### config.mk
export PLATFORM = sky130hd
export DESIGN_NAME = acsu_flat
export DESIGN_NICKNAME = d
export VERILOG_FILES = /design/src/rtl/acsu_if.sv /design/src/rtl/acsu.sv /design/src/flat_wrapper.sv
export SDC_FILE = /design/constraint.sdc
export NUM_CORES = 1
export LEC_CHECK = 0
export BUFFER_PORTS_ARGS = -buffer_cell sky130_fd_sc_hd__buf_2
export CORE_AREA = 2 2 131 133
export CTS_BUF_LIST = sky130_fd_sc_hd__clkbuf_4 sky130_fd_sc_hd__clkbuf_8
export CTS_CLUSTER_SIZE = 28
export DETAILED_ROUTE_END_ITERATION = 16
export DIE_AREA = 0 0 133 135
export GPL_TIMING_DRIVEN = 1
export SLEW_MARGIN = 40
export SYNTH_ARGS = -nofsm -noshare
export SYNTH_HDL_FRONTEND = slang
export SYNTH_SLANG_ARGS = --single-unit
### constraint.sdc
create_clock -name clk -period 2.1 [get_ports clk]
set_input_delay 0.21 -clock clk [delete_from_list [all_inputs] [get_ports clk]]
set_output_delay 0.21 -clock clk [all_outputs]
set_load 0.05 [all_outputs]
### src/rtl/acsu_if.sv
// Bundle between the ACSU, the symbol source and the path-metric register stage.
// The slave modport is the ACSU side; the master modport is the source/downstream side.
interface acsu_if;
    logic       valid_i;
    logic       ready_o;
    logic [1:0] sym_i;
    logic [7:0] pm_current_s0_i;
    logic [7:0] pm_current_s1_i;
    logic [7:0] pm_current_s2_i;
    logic [7:0] pm_current_s3_i;
    logic [7:0] pm_new_s0_o;
    logic [7:0] pm_new_s1_o;
    logic [7:0] pm_new_s2_o;
    logic [7:0] pm_new_s3_o;
    logic       valid_o;
    logic [3:0] dec_o;
    logic [1:0] best_state_o;
    logic       norm_o;
    logic [15:0] sym_cnt_o;

    modport slave (
        input  valid_i, sym_i,
        input  pm_current_s0_i, pm_current_s1_i, pm_current_s2_i, pm_current_s3_i,
        output ready_o, valid_o, dec_o, best_state_o, norm_o, sym_cnt_o,
        output pm_new_s0_o, pm_new_s1_o, pm_new_s2_o, pm_new_s3_o
    );

    modport master (
        output valid_i, sym_i,
        output pm_current_s0_i, pm_current_s1_i, pm_current_s2_i, pm_current_s3_i,
        input  ready_o, valid_o, dec_o, best_state_o, norm_o, sym_cnt_o,
        input  pm_new_s0_o, pm_new_s1_o, pm_new_s2_o, pm_new_s3_o
    );
endinterface

### src/rtl/acsu.sv
// Add-compare-select unit for the 4-state K=3 (7,5) hard-decision Viterbi decoder.
// Optional feature: define ACSU_NORM_EN to subtract the minimum selected metric before
// registering and flag it on norm_o; otherwise metrics saturate at 255 and norm_o is 0.
module acsu (
    input logic clk,
    input logic rst,
    acsu_if.slave bus
);

    typedef enum logic {StIdle, StOut} state_e;

    state_e state_q, state_d;
    logic   accept;

    logic [7:0]  pm_cur [4];
    logic [7:0]  sel [4];
    logic [7:0]  pm_next [4];
    logic [3:0]  dec_d;
    logic [7:0]  min_v;
    logic [1:0]  best_d;
    logic        norm_d;

    logic [7:0]  pm_new_q [4];
    logic [3:0]  dec_q;
    logic [1:0]  best_q;
    logic        norm_q;
    logic [15:0] sym_cnt_q;

    // Expected encoder output for the branch into ns from its even (odd=0) or odd predecessor.
    function automatic logic [1:0] exp_sym(input logic [1:0] ns, input logic odd);
        logic [1:0] e;
        case ({ns, odd})
            3'b000:  e = 2'b00;
            3'b001:  e = 2'b11;
            3'b010:  e = 2'b10;
            3'b011:  e = 2'b01;
            3'b100:  e = 2'b11;
            3'b101:  e = 2'b00;
            3'b110:  e = 2'b01;
            default: e = 2'b10;
        endcase
        return e;
    endfunction

    function automatic logic [1:0] hamming(input logic [1:0] a, input logic [1:0] b);
        logic [1:0] x;
        x = a ^ b;
        return {1'b0, x[1]} + {1'b0, x[0]};
    endfunction

    assign pm_cur[0] = bus.pm_current_s0_i;
    assign pm_cur[1] = bus.pm_current_s1_i;
    assign pm_cur[2] = bus.pm_current_s2_i;
    assign pm_cur[3] = bus.pm_current_s3_i;

    assign accept = (state_q == StIdle) && bus.valid_i;

    // Handshake FSM: state register.
    always_ff @(posedge clk or posedge rst) begin
        if (rst) begin
            state_q <= StIdle;
        end else begin
            state_q <= state_d;
        end
    end

    // Handshake FSM: next state; OUT always lasts exactly one cycle.
    always_comb begin
        state_d = state_q;
        unique case (state_q)
            StIdle:  if (accept) state_d = StOut;
            StOut:   state_d = StIdle;
            default: state_d = StIdle;
        endcase
    end

    assign bus.ready_o = (state_q == StIdle);
    assign bus.valid_o = (state_q == StOut);

    // Add-compare-select per next state; a tie keeps the even predecessor.
    always_comb begin
        logic [1:0] ns_v;
        logic [1:0] p0;
        logic [1:0] p1;
        logic [8:0] c0;
        logic [8:0] c1;
        logic [7:0] s0;
        logic [7:0] s1;
        dec_d = '0;
        ns_v  = '0;
        p0    = '0;
        p1    = '0;
        c0    = '0;
        c1    = '0;
        s0    = '0;
        s1    = '0;
        for (int i = 0; i < 4; i++) begin
            ns_v = 2'(i);
            p0   = {ns_v[0], 1'b0};
            p1   = {ns_v[0], 1'b1};
            c0   = {1'b0, pm_cur[p0]} + {7'b0, hamming(bus.sym_i, exp_sym(ns_v, 1'b0))};
            c1   = {1'b0, pm_cur[p1]} + {7'b0, hamming(bus.sym_i, exp_sym(ns_v, 1'b1))};
            s0   = c0[8] ? 8'hff : c0[7:0];
            s1   = c1[8] ? 8'hff : c1[7:0];
            if (s1 < s0) begin
                sel[ns_v]   = s1;
                dec_d[ns_v] = 1'b1;
            end else begin
                sel[ns_v]   = s0;
                dec_d[ns_v] = 1'b0;
            end
        end
    end

    // Minimum search (lowest index wins ties) and optional normalization.
    always_comb begin
        logic [1:0] idx;
        idx    = '0;
        min_v  = sel[0];
        best_d = 2'd0;
        for (int i = 1; i < 4; i++) begin
            idx = 2'(i);
            if (sel[idx] < min_v) begin
                min_v  = sel[idx];
                best_d = idx;
            end
        end
        for (int i = 0; i < 4; i++) begin
            idx = 2'(i);
`ifdef ACSU_NORM_EN
            pm_next[idx] = sel[idx] - min_v;
`else
            pm_next[idx] = sel[idx];
`endif
        end
`ifdef ACSU_NORM_EN
        norm_d = (min_v != 8'd0);
`else
        norm_d = 1'b0;
`endif
    end

    // Result registers load only on an accepted symbol and hold otherwise.
    always_ff @(posedge clk or posedge rst) begin
        if (rst) begin
            for (int i = 0; i < 4; i++) pm_new_q[i] <= '0;
            dec_q     <= '0;
            best_q    <= '0;
            norm_q    <= 1'b0;
            sym_cnt_q <= '0;
        end else if (accept) begin
            for (int i = 0; i < 4; i++) pm_new_q[i] <= pm_next[i];
            dec_q     <= dec_d;
            best_q    <= best_d;
            norm_q    <= norm_d;
            sym_cnt_q <= sym_cnt_q + 16'd1;
        end
    end

    assign bus.pm_new_s0_o  = pm_new_q[0];
    assign bus.pm_new_s1_o  = pm_new_q[1];
    assign bus.pm_new_s2_o  = pm_new_q[2];
    assign bus.pm_new_s3_o  = pm_new_q[3];
    assign bus.dec_o        = dec_q;
    assign bus.best_state_o = best_q;
    assign bus.norm_o       = norm_q;
    assign bus.sym_cnt_o    = sym_cnt_q;

endmodule
### src/flat_wrapper.sv
// flat-port wrapper written by rule: the top's interface ports become plain ports
module acsu_flat 
  (clk, rst, bus_valid_i, bus_sym_i, bus_pm_current_s0_i, bus_pm_current_s1_i, bus_pm_current_s2_i, bus_pm_current_s3_i, bus_ready_o, bus_valid_o, bus_dec_o, bus_best_state_o, bus_norm_o, bus_sym_cnt_o, bus_pm_new_s0_o, bus_pm_new_s1_o, bus_pm_new_s2_o, bus_pm_new_s3_o);
  acsu_if bus_i ();
  input logic clk;
  input logic rst;
  input wire logic [$bits(bus_i.valid_i)-1:0] bus_valid_i;
  input wire logic [$bits(bus_i.sym_i)-1:0] bus_sym_i;
  input wire logic [$bits(bus_i.pm_current_s0_i)-1:0] bus_pm_current_s0_i;
  input wire logic [$bits(bus_i.pm_current_s1_i)-1:0] bus_pm_current_s1_i;
  input wire logic [$bits(bus_i.pm_current_s2_i)-1:0] bus_pm_current_s2_i;
  input wire logic [$bits(bus_i.pm_current_s3_i)-1:0] bus_pm_current_s3_i;
  output wire logic [$bits(bus_i.ready_o)-1:0] bus_ready_o;
  output wire logic [$bits(bus_i.valid_o)-1:0] bus_valid_o;
  output wire logic [$bits(bus_i.dec_o)-1:0] bus_dec_o;
  output wire logic [$bits(bus_i.best_state_o)-1:0] bus_best_state_o;
  output wire logic [$bits(bus_i.norm_o)-1:0] bus_norm_o;
  output wire logic [$bits(bus_i.sym_cnt_o)-1:0] bus_sym_cnt_o;
  output wire logic [$bits(bus_i.pm_new_s0_o)-1:0] bus_pm_new_s0_o;
  output wire logic [$bits(bus_i.pm_new_s1_o)-1:0] bus_pm_new_s1_o;
  output wire logic [$bits(bus_i.pm_new_s2_o)-1:0] bus_pm_new_s2_o;
  output wire logic [$bits(bus_i.pm_new_s3_o)-1:0] bus_pm_new_s3_o;
  assign bus_i.valid_i = bus_valid_i;
  assign bus_i.sym_i = bus_sym_i;
  assign bus_i.pm_current_s0_i = bus_pm_current_s0_i;
  assign bus_i.pm_current_s1_i = bus_pm_current_s1_i;
  assign bus_i.pm_current_s2_i = bus_pm_current_s2_i;
  assign bus_i.pm_current_s3_i = bus_pm_current_s3_i;
  assign bus_ready_o = bus_i.ready_o;
  assign bus_valid_o = bus_i.valid_o;
  assign bus_dec_o = bus_i.dec_o;
  assign bus_best_state_o = bus_i.best_state_o;
  assign bus_norm_o = bus_i.norm_o;
  assign bus_sym_cnt_o = bus_i.sym_cnt_o;
  assign bus_pm_new_s0_o = bus_i.pm_new_s0_o;
  assign bus_pm_new_s1_o = bus_i.pm_new_s1_o;
  assign bus_pm_new_s2_o = bus_i.pm_new_s2_o;
  assign bus_pm_new_s3_o = bus_i.pm_new_s3_o;
  acsu u_core (.clk(clk), .rst(rst), .bus(bus_i));
endmodule
==> results of run 1 <==
routing by layer:
layer  vias up  global-route usage (%)
li1       3326                       -
met3        54                    1.95
met5         -                       0
met2       180                    39.8
met4         0                    5.26
met1      3228                    27.6
repair_timing:
| action | CTS | global route |
|---|---|---|
| hold buffers | 1 | 0 |
| buffers inserted | 101 | 43 |
| hold endpoints to repair | 25 | 0 |
| pin swaps | 47 | 71 |
| setup endpoints to repair | 38 | 38 |
| gates resized for setup | 168 | 166 |
registers in the layout, summed over array words and instances, names as in the netlist:
signal                   count
u_core.bus.dec_o             4
u_core.bus.pm_new_s2_o       8
u_core.bus.sym_cnt_o        16
u_core.bus.best_state_o      2
u_core.bus.pm_new_s1_o       8
u_core.bus.valid_o           1
u_core.bus.pm_new_s3_o       8
u_core.bus.pm_new_s0_o       8
worst reg2reg max path, cell delays in order (launching register included):
cell and delay, ps:
dfrtp_2 420, clkinvlp_4 70, nand2_2 40, inv_1 180, nand4_1 240, nor3_1 350, nand4_1 160, xnor2_1 140
power groups by stage:
stage / Combinational, mW / Sequential (mW) / Clock (mW)
global route: 6.29 / 1.48 / 0.738
CTS: 5.26 / 1.45 / 0.685
finish: 5.93 / 1.45 / 0.673
floorplan: 1.89 / 2.24 / 0
global placement: 4.18 / 1.46 / 0
detailed placement: 4.20 / 1.47 / 0
kinds of logic (layout without fill, tap and decap cells):
logic type | after synthesis | in the layout
and+or+nand+nor | 277 | 277
AOI/OAI and AO/OA | 162 | 162
buffers and inverters | 76 | 476
adders and majority gates | 65 | 65
DFF | 55 | 55
muxes | 45 | 45
xor gates and xnor gates | 38 | 38
other | 1 | 1
final timing paths:
kind	slack, ps	cells past startpoint	end	from
max	-4880	48	u_core.bus.best_state_o[0]	bus_sym_i[0]
min	250	3	u_core.bus.valid_o	bus_valid_i
max reg2reg	390	7	u_core.bus.sym_cnt_o[15]	u_core.bus.valid_o
min reg2reg	470	1	u_core.bus.sym_cnt_o[15]	u_core.bus.sym_cnt_o[15]
max in group asynchronous	1010	4	u_core.bus.pm_new_s0_o[5]	rst
min in group asynchronous	520	3	u_core.bus.pm_new_s2_o[7]	rst
area by class of cell:
class | count | share of cell area [%]
clock buffers | 6 | 0.717
clock inverters | 1 | 0.282
inverters | 48 | 1.84
multi-input cells | 588 | 51.3
flip-flops and latches | 55 | 12.9
well taps | 220 | 2.58
repair buffers | 421 | 30.3
cells in the final DEF, fill, tap and decap left out, drive strengths merged, types with 5 or more instances in the layout:
cell type	instances
nor2b	12
buf	420
dfrtp	55
nand2	135
nor2	41
o21ai	67
xor2	17
nand4	12
a31oi	9
a21o	7
xnor2	21
nor3	11
nand3	24
and2	6
o21a	6
nand2b	6
ha	65
and4	5
mux2i	39
a21oi	35
o31ai	6
clkbuf	6
and3	18
mux2	6
inv	45
a211oi	6
through the flow:
| stage | worst slack (ps) | cells | utilization (%) | instance area, sq um | hold WS (ps) |
|---|---|---|---|---|---|
| 2_1_floorplan | -4750 | 719 | - | 6010 | 555 |
| 3_3_place_gp | -5330 | 1234 | 50.8 | 8340 | 300 |
| 3_5_place_dp | -5480 | 1234 | 50.8 | 8340 | 309 |
| 4_1_cts | -4630 | 1339 | 60.6 | 9940 | 228 |
| 5_1_grt | -5180 | 1339 | 64.9 | 10600 | 253 |
| 6_report | -4880 | 1339 | 64.9 | 10600 | 248 |
==> impl_metrics.ini, run 1 <==
[timing]
drv_slew = 0
max_slew_margin_pct = 61.5
hold_viol_final = 0
setup-tns-final_ps = -55000
worst_slack_ps = -4880
rsz0062_at_grt = yes
timing.final.crit_share_pct = 332
fin_crit_ps = 6980
skew_ps = 4.70
max_freq_mhz = 143
worstMarginPinSlew_ps = 577
finalSetupViolCount = 38

[layout]
syn2layout_area_growth_pct = 88.0
antenna_cells = 0
drive_above_1_share_pct = 60.1
multi_input_area_sq_mm = 0.00547
n_fill_cell = 1246
final_nets = 1221
regArea_sq_mm = 0.00138

[clock_tree]
cts_tree = yes
cts_sinks = 55
worstSkewPairLatency_ps = 300
htreeDepth = 2
clockRootBuffer = clkbuf_8
numCtsBuffers = 5
path_clk_slew_ps = 90
clk_path_buf_depth = 2

[pwr]
total_power_mw = 8.05
clock_power_share_pct = 8.4
vdd.ir_drop.worst_mv = 0.599
pwr-share-seq_pct = 18.0
netSwitchingPower_mw = 3.65
p_sw_share_pct = 45.4
power.density_mw_per_mm2 = 756
pwr-share-comb_pct = 73.6
p_int_mw = 4.40
p_leak_nw = 5.09

[yosys]
syn-num-nets = 821
synth-compound-area-share_pct = 18.4
ys_seq_area_share_pct = 24.3
ys_ff_latch = 55
synth_ff_type = dfrtp_1
yosys_warnings = 0
netlist_top_cells_area = dfrtp_1, ha_1, nand2_1
synth_top_family_by_area = simple AND/OR/NAND/NOR gates
yosysMostFrequentCell = nand2_1
yosys.area_share.simple_pct = 23.4
yosysUniqueCellTypes = 64
synth_common_cells = nand2_1, ha_1, o21ai_0, dfrtp_1, inv_1
synth-edff-count = 0
yosysTopAreaCellShare_pct = 24.3
syn_inst = 719
ys_async_sr_fraction_pct = 100
syn_area_sq_mm = 0.00567
yosys.area_share.adder_pct = 14.4
synthXorXnorAreaFrac_pct = 5.87
yosysTopAreaCell = dfrtp_1
synth.area.mux_share_pct = 8.15
syn_area_per_cell_sq_um = 7.88

[global_route]
globalRouteOverflowTotal = 0
grt_pass1_vias = 6672
grt_max_degree = 57
antenna_found_initial = 0
gr-usage-all-layers_pct = 21.7
grt_pass1_wl_um = 31900

[die]
die_area_sq_mm = 0.0180
core_region_area_sq_mm = 0.0164
initial_core_util_pct = 34.5
die_w_um = 133
die_y_um = 135
io_pins = 94
rows = 47

[critical_path]
slowest_stage = mux2_4
timing.critical_path.buf_inv = 18
cp-end-kind = flip-flop
worst-path-max-fanout = 7
crit_arrival_ps = 7170
cp.required_ps = 2290
max_stage_delay_ps = 320
critical_path.most_common_cell = buf_4
criticalPathCategory = in2reg
cp-start-kind = input pin
cp_top_family = buffers and inverters

[placement]
io_buffers = 92
hpwl_um = 14500
routabilityCongestion = 0.891

[min_path]
hold_class = in2reg

[drt]
drc = 0
vias = 6788
drt-initial-drc-count = 327
dr_wl_met3_um = 808
viasPerCell = 5.07
wl_met2_um = 10700
routed.top_layer = met4
wl_met1_um = 9130
firstDrtPassIters = 4
wire_per_inst_um = 15.9
wl_um = 21300
ant_nets = 0

[flow_run]
maxCapViolCount = 0

[outcome]
status = finished, violations left
violations = setup timing
Power figures use the tool's default switching activity.
==> inputs of run 2 (changes only) <==
--- a/config.mk
+++ b/config.mk
@@ -5,12 +5,13 @@
 export SDC_FILE = /design/constraint.sdc
 export NUM_CORES = 1
 export LEC_CHECK = 0
+export ABC_AREA = 1
 export BUFFER_PORTS_ARGS = -buffer_cell sky130_fd_sc_hd__buf_2
-export CORE_AREA = 2 2 131 133
+export CORE_AREA = 2 2 129 131
 export CTS_BUF_LIST = sky130_fd_sc_hd__clkbuf_4 sky130_fd_sc_hd__clkbuf_8
 export CTS_CLUSTER_SIZE = 28
 export DETAILED_ROUTE_END_ITERATION = 16
-export DIE_AREA = 0 0 133 135
+export DIE_AREA = 0 0 131 133
 export GPL_TIMING_DRIVEN = 1
 export SLEW_MARGIN = 40
 export SYNTH_ARGS = -nofsm -noshare
==> run 2 against run 1 <==
  * The run still ends with setup timing left
  * First-iteration DRC count down 23%
  * Sequential cell count unchanged
  * Utilization is 1.6 points lower
  * Critical path depth decreased by 5
  * Register-to-register slack worse by 100 ps
  * Fmax rose by 26%
  * Non-clock buffer count is 2 higher
  * Synthesized area decreased by 1.9%
  * Worst setup slack better by 1400 ps
  * Critical path type unchanged
  * Highest routed layer unchanged
==> impl_metrics.ini, run 2 <==
[outcome]
status = finished, violations left
violations = setup timing

[yosys]
yosysUniqueCellTypes = 36
yosysTopAreaCellShare_pct = 24.8
ys_seq_area_share_pct = 24.8
syn-num-nets = 949
synth-edff-count = 0
syn_inst = 847
yosysTopAreaCell = dfrtp_1
yosys_warnings = 0
ys_async_sr_fraction_pct = 100
synth_ff_type = dfrtp_1
synth_common_cells = nand2_1, inv_1, o21ai_0, ha_1, nor2_1
yosysMostFrequentCell = nand2_1
ys_ff_latch = 55
netlist_top_cells_area = dfrtp_1, nand2_1, ha_1
syn_area_per_cell_sq_um = 6.56
syn_area_sq_mm = 0.00556

[critical_path]
criticalPathCategory = in2reg
reg2reg_setup_slack_ps = 290
r2r-end = u_core.bus.sym_cnt_o[15]
cp-start-kind = input pin
critical_path.endpoint = u_core.bus.best_state_o[0]
reg2reg_from = u_core.bus.valid_o
cp-startpoint = bus_sym_i[1]
worst-path-max-fanout = 6
slowest_stage = nor3_2
cp-end-kind = flip-flop
max_stage_delay_ps = 380
crit_arrival_ps = 5780
timing.critical_path.buf_inv = 9
critical_path.most_common_cell = nand2_2
cp.required_ps = 2350
crit_cells = 43
cp_top_family = adder cells
rr_worst_depth = 12

[global_route]
antenna_found_initial = 0
grt_pass1_wl_um = 30100
grt_pass1_vias = 6582
globalRouteOverflowTotal = 0
grt_max_degree = 62
gr-usage-all-layers_pct = 21.3

[drt]
firstDrtPassIters = 4
ant_nets = 0
viasPerCell = 4.70
drc = 0
wl_um = 19300
vias = 6981
wire_per_inst_um = 13.0
drt-initial-drc-count = 253

[die]
die_w_um = 131
die_y_um = 133
io_pins = 94
initial_core_util_pct = 34.4
core_region_area_sq_mm = 0.0162
die_area_sq_mm = 0.0174
rows = 47

[placement]
place_ws_ps = -3950
routabilityCongestion = 0.903
io_buffers = 92
hpwl_um = 14400

[layout]
layout_common_cells = buf_4, nand2_1, buf_2, inv_1, dfrtp_1
final_common_cell = buf_4
post-route-util_pct = 63.3
largest_register_ffs = 16
drive_above_1_share_pct = 54.4
final_nets = 1366
n_fill_cell = 1361
antenna_cells = 0
syn2layout_area_growth_pct = 84.2

[timing]
worstMarginPinSlew_ps = 558
timing.final.crit_share_pct = 264
max_slew_margin_pct = 62.8
worst_slack_ps = -3430
max_freq_mhz = 181
finalSetupViolCount = 38
fin_crit_ps = 5530
hold_viol_final = 0
rsz0062_at_grt = yes
skew_ps = 6.14
drv_slew = 0

[clock_tree]
numCtsBuffers = 5
clk_path_buf_depth = 2
path_clk_slew_ps = 90
htreeDepth = 2
cts_sinks = 55
worstSkewPairLatency_ps = 310
clockRootBuffer = clkbuf_8
cts_tree = yes

[flow_run]
maxCapViolCount = 0

[pwr]
vdd.ir_drop.worst_mv = 0.421
p_leak_nw = 5.41
power.density_mw_per_mm2 = 695

[min_path]
hold_class = in2reg
run 2: changes by cell type after synthesis, sizes merged, moves of 17 or more:
cell   change
and3      -17
nand2    +156
inv       +60
o21ai     +22
nor2      +29
nand3     +24
mux2i     -39
run 2: worst min-delay path by stage:
stage	from	to	slack, ps	depth (start not counted)
after floorplan	bus_valid_i	u_core.bus.sym_cnt_o[2]	500	3
after global placement	rst	u_core.bus.sym_cnt_o[15]	210	2
after detailed placement	rst	u_core.bus.sym_cnt_o[14]	210	2
after CTS	bus_valid_i	u_core.bus.sym_cnt_o[2]	310	4
after global routing	bus_valid_i	u_core.bus.sym_cnt_o[2]	330	4
final	bus_valid_i	u_core.bus.sym_cnt_o[2]	320	4
run 2: kinds of logic after synthesis:
kind of cell / synth area share (%)
adders and majority gates: 14.6
DFF: 24.8
xor gates and xnor gates: 4.26
buffers and inverters: 8.76
AOI/OAI and AO/OA: 12.7
other: 0.0675
and+or+nand+nor: 34.8
run 2: worst reg2reg max path: stages (launching register included):
cell and delay, ps:
dfrtp_2 430, clkinvlp_4 90, nand2_4 60, nor2_2 140, inv_1 60, nor2_2 110, inv_1 60, nor2_2 110
and3_1 220, nand3_1 100, inv_1 80, nand4_1 100, xnor2_1 140
run 2: final cells by class:
type	instances	area [sq um]	area share [%]
Multi-Input combinational cell	669	4910	47.9
Timing Repair Buffer	423	3110	30.4
Sequential cell	55	1380	13.5
Inverter	110	450	4.40
Tap cell	220	275	2.69
Clock buffer	7	83.8	0.819
Clock inverter	1	30.0	0.293
run 2: layer usage:
layer	up-vias	track usage [%]	part of all wire [%]
li1	3570	-	-
met2	120	39.1	52
met3	26	2.55	3.9
met1	3265	26.4	42
met5	-	0	0
met4	0	4.14	1.8
run 2: stage by stage:
step                std cells  total power [mW]  setup TNS (ps)  instance area, sq um  hold WS [ps]
floorplan                 847              3.90          -30660                  5950           504
global placement         1392              5.29          -49650                  8450           211
detailed placement       1392              5.35          -52250                  8450           213
finish                   1485              7.11          -37410                 10200           317
CTS                      1464              6.71          -34040                  9570           315
global route             1485              7.64          -44100                 10200           325
run 2: repair_timing:
action / 4_1_cts / 5_1_grt
pin swaps: 59 / 59
setup endpoints to repair: 38 / 38
buffers inserted: 60 / 22
hold buffers: 1 / 0
hold endpoints to repair: 16 / 0
resized for setup: 127 / 134
cloned: 4 / 0
run 2: where the power goes:
part           internal [mW]  switching (mW)
clock network          0.383           0.344
registers               1.28           0.171
logic                   2.15            2.79
total                   3.81            3.30
==> inputs of run 3 (changes only) <==
--- a/config.mk
+++ b/config.mk
@@ -8,12 +8,12 @@
 export ABC_AREA = 1
 export BUFFER_PORTS_ARGS = -buffer_cell sky130_fd_sc_hd__buf_2
 export CORE_AREA = 2 2 129 131
-export CTS_BUF_LIST = sky130_fd_sc_hd__clkbuf_4 sky130_fd_sc_hd__clkbuf_8
+export CTS_BUF_LIST = sky130_fd_sc_hd__clkbuf_4 sky130_fd_sc_hd__clkbuf_8 sky130_fd_sc_hd__clkbuf_16
 export CTS_CLUSTER_SIZE = 28
 export DETAILED_ROUTE_END_ITERATION = 16
 export DIE_AREA = 0 0 131 133
 export GPL_TIMING_DRIVEN = 1
-export SLEW_MARGIN = 40
+export SLEW_MARGIN = 5
 export SYNTH_ARGS = -nofsm -noshare
 export SYNTH_HDL_FRONTEND = slang
 export SYNTH_SLANG_ARGS = --single-unit
==> run 3 against run 2 <==
  * Fmax is 1.2% lower
  * Largest power group unchanged
  * Global-route usage rose by 0.49 points
  * First-iteration DRC count is 28% higher
  * Die area unchanged
  * Register-to-register slack is essentially flat
  * Clock skew decreased by 1.7 ps
  * The flow still finishes with violations (setup timing)
  * Routed wire length increased by 8.5%
  * Clock power is 32% higher
  * Critical path depth down 1
  * Sequential cell count did not move
  * Combinational power grew 6.1%
  * Sequential power about the same
==> impl_metrics.ini, run 3 (same netlist as run 2, synthesis figures left out) <==
[timing]
max_freq_mhz = 178
worst_slack_ps = -3500
hold_viol_final = 0
finalSetupViolCount = 38
drv_slew = 0
timing.final.crit_share_pct = 267
rsz0062_at_grt = yes
skew_ps = 4.46
setup-tns-final_ps = -43360
worstMarginPinSlew_ps = 625
fin_crit_ps = 5600
max_slew_margin_pct = 58.3

[layout]
antenna_cells = 0
syn2layout_area_growth_pct = 92.2
final_nets = 1383
largest_register_ffs = 16
drive_above_1_share_pct = 57.2
layout_common_cells = buf_4, nand2_1, buf_2, inv_1, dfrtp_1
post-route-util_pct = 66.0
final_common_cell = buf_4
design_area_sq_mm = 0.0107

[clock_tree]
htreeDepth = 2
cts_sinks = 55
numCtsBuffers = 5
path_clk_slew_ps = 70
clockRootBuffer = clkbuf_16
cts_tree = yes
clk_path_buf_depth = 2
worstSkewPairLatency_ps = 290

[global_route]
grt_pass1_wl_um = 30600
antenna_found_initial = 0
gr-usage-all-layers_pct = 21.7
grt_max_degree = 62
grt_pass1_vias = 6643
globalRouteOverflowTotal = 0

[die]
io_pins = 94
die_w_um = 131
rows = 47
die_area_sq_mm = 0.0174
initial_core_util_pct = 34.4
core_region_area_sq_mm = 0.0162
die_y_um = 133

[critical_path]
reg2reg_from = u_core.bus.valid_o
max_stage_delay_ps = 330
r2r-end = u_core.bus.sym_cnt_o[15]
cp.required_ps = 2280
worst-path-max-fanout = 6
cp-start-kind = input pin
cp-end-kind = flip-flop
reg2reg_setup_slack_ps = 300
criticalPathCategory = in2reg
rr_worst_depth = 12
slowest_stage = ha_4
critical_path.most_common_cell = nand2_1
crit_arrival_ps = 5780

[min_path]
hold_class = in2reg
holdPathEnd = u_core.bus.sym_cnt_o[2]
whs_path_depth = 4
hp-start = bus_valid_i

[drt]
viasPerCell = 4.79
wl_um = 21000
ant_nets = 0
vias = 7191
drc = 0
wire_per_inst_um = 14.0
firstDrtPassIters = 5
drt-initial-drc-count = 323

[pwr]
power.density_mw_per_mm2 = 716
p_leak_nw = 5.61
vdd.ir_drop.worst_mv = 0.412

[placement]
io_buffers = 92
dpl-instance-area_sq_mm = 0.00845
routabilityCongestion = 0.903
hpwl_um = 14400
place_ws_ps = -3950

[outcome]
violations = setup timing
status = finished, violations left

[flow_run]
maxCapViolCount = 0
## run 3: cell count changes in the layout (fill, tap and decap cells not counted), moves of 6 or more
cell | previous run | this run
ha_1 | 40 | 34
o21ai_0 | 26 | 14
ha_4 | 20 | 26
o21ai_2 | 19 | 34
inv_1 | 80 | 74
nand2_1 | 220 | 212
nand2_4 | 27 | 36
buf_6 | 27 | 42
## run 3: through the flow
step                std cells  hold WS, ps  total power [mW]
finish                   1502          337              7.65
global route             1502          356              8.16
CTS                      1476          339              7.03
detailed placement       1392          213              5.35
global placement         1392          211              5.29
floorplan                 847          504              3.90
## run 3: area by class of cell
| cell class | count | area [sq um] |
|---|---|---|
| clock buffer | 7 | 140 |
| clock inverter | 1 | 30.0 |
| fill | 1274 | 5490 |
| inverter | 110 | 450 |
| multi-input combinational | 669 | 5120 |
| sequential | 55 | 1380 |
| tap | 220 | 275 |
| timing repair buffer | 440 | 3280 |
## run 3: worst max-delay path, delay by kind of cell
family / cells / cell delay (ps)
AOI/OAI and AO/OA: 8 / 1280
buffers and inverters: 9 / 1010
adders and majority gates: 7 / 1760
and+or+nand+nor: 18 / 1500
## run 3: worst max-delay path by stage
stage                            start                         end  slack, ps  cells after the start
after floorplan           bus_sym_i[1]  u_core.bus.best_state_o[1]      -3530                     42
after global placement    bus_sym_i[1]  u_core.bus.best_state_o[1]      -3730                     41
after detailed placement  bus_sym_i[1]  u_core.bus.best_state_o[0]      -3950                     40
after CTS                 bus_sym_i[1]  u_core.bus.best_state_o[0]      -3240                     44
after global routing      bus_sym_i[1]  u_core.bus.best_state_o[0]      -3890                     44
final                     bus_sym_i[1]  u_core.bus.best_state_o[0]      -3500                     42
## run 3: repair_timing
item,CTS,global route
hold buffers,1,0
buffers inserted,73,28
setup endpoints to repair,38,38
pin swaps,66,84
gates cloned,3,0
gates resized for setup,148,181
endpoints found under the hold margin,16,0
## run 3: power by group
group          internal [mW]  total [mW]  switching (mW)
clock network          0.591       0.963           0.373
logic                   2.27        5.24            2.97
registers               1.28        1.45           0.171
## run 3: per-layer routing
layer / vias to the layer above / wire length (um) / GRT usage, % / share of wire [%]
li1: 3614 / - / - / -
met1: 3353 / 8420 / 26.7 / 40
met2: 175 / 11100 / 39.6 / 53
met3: 49 / 888 / 2.63 / 4.2
met4: 0 / 614 / 5.91 / 2.9
met5: - / 0 / 0 / 0
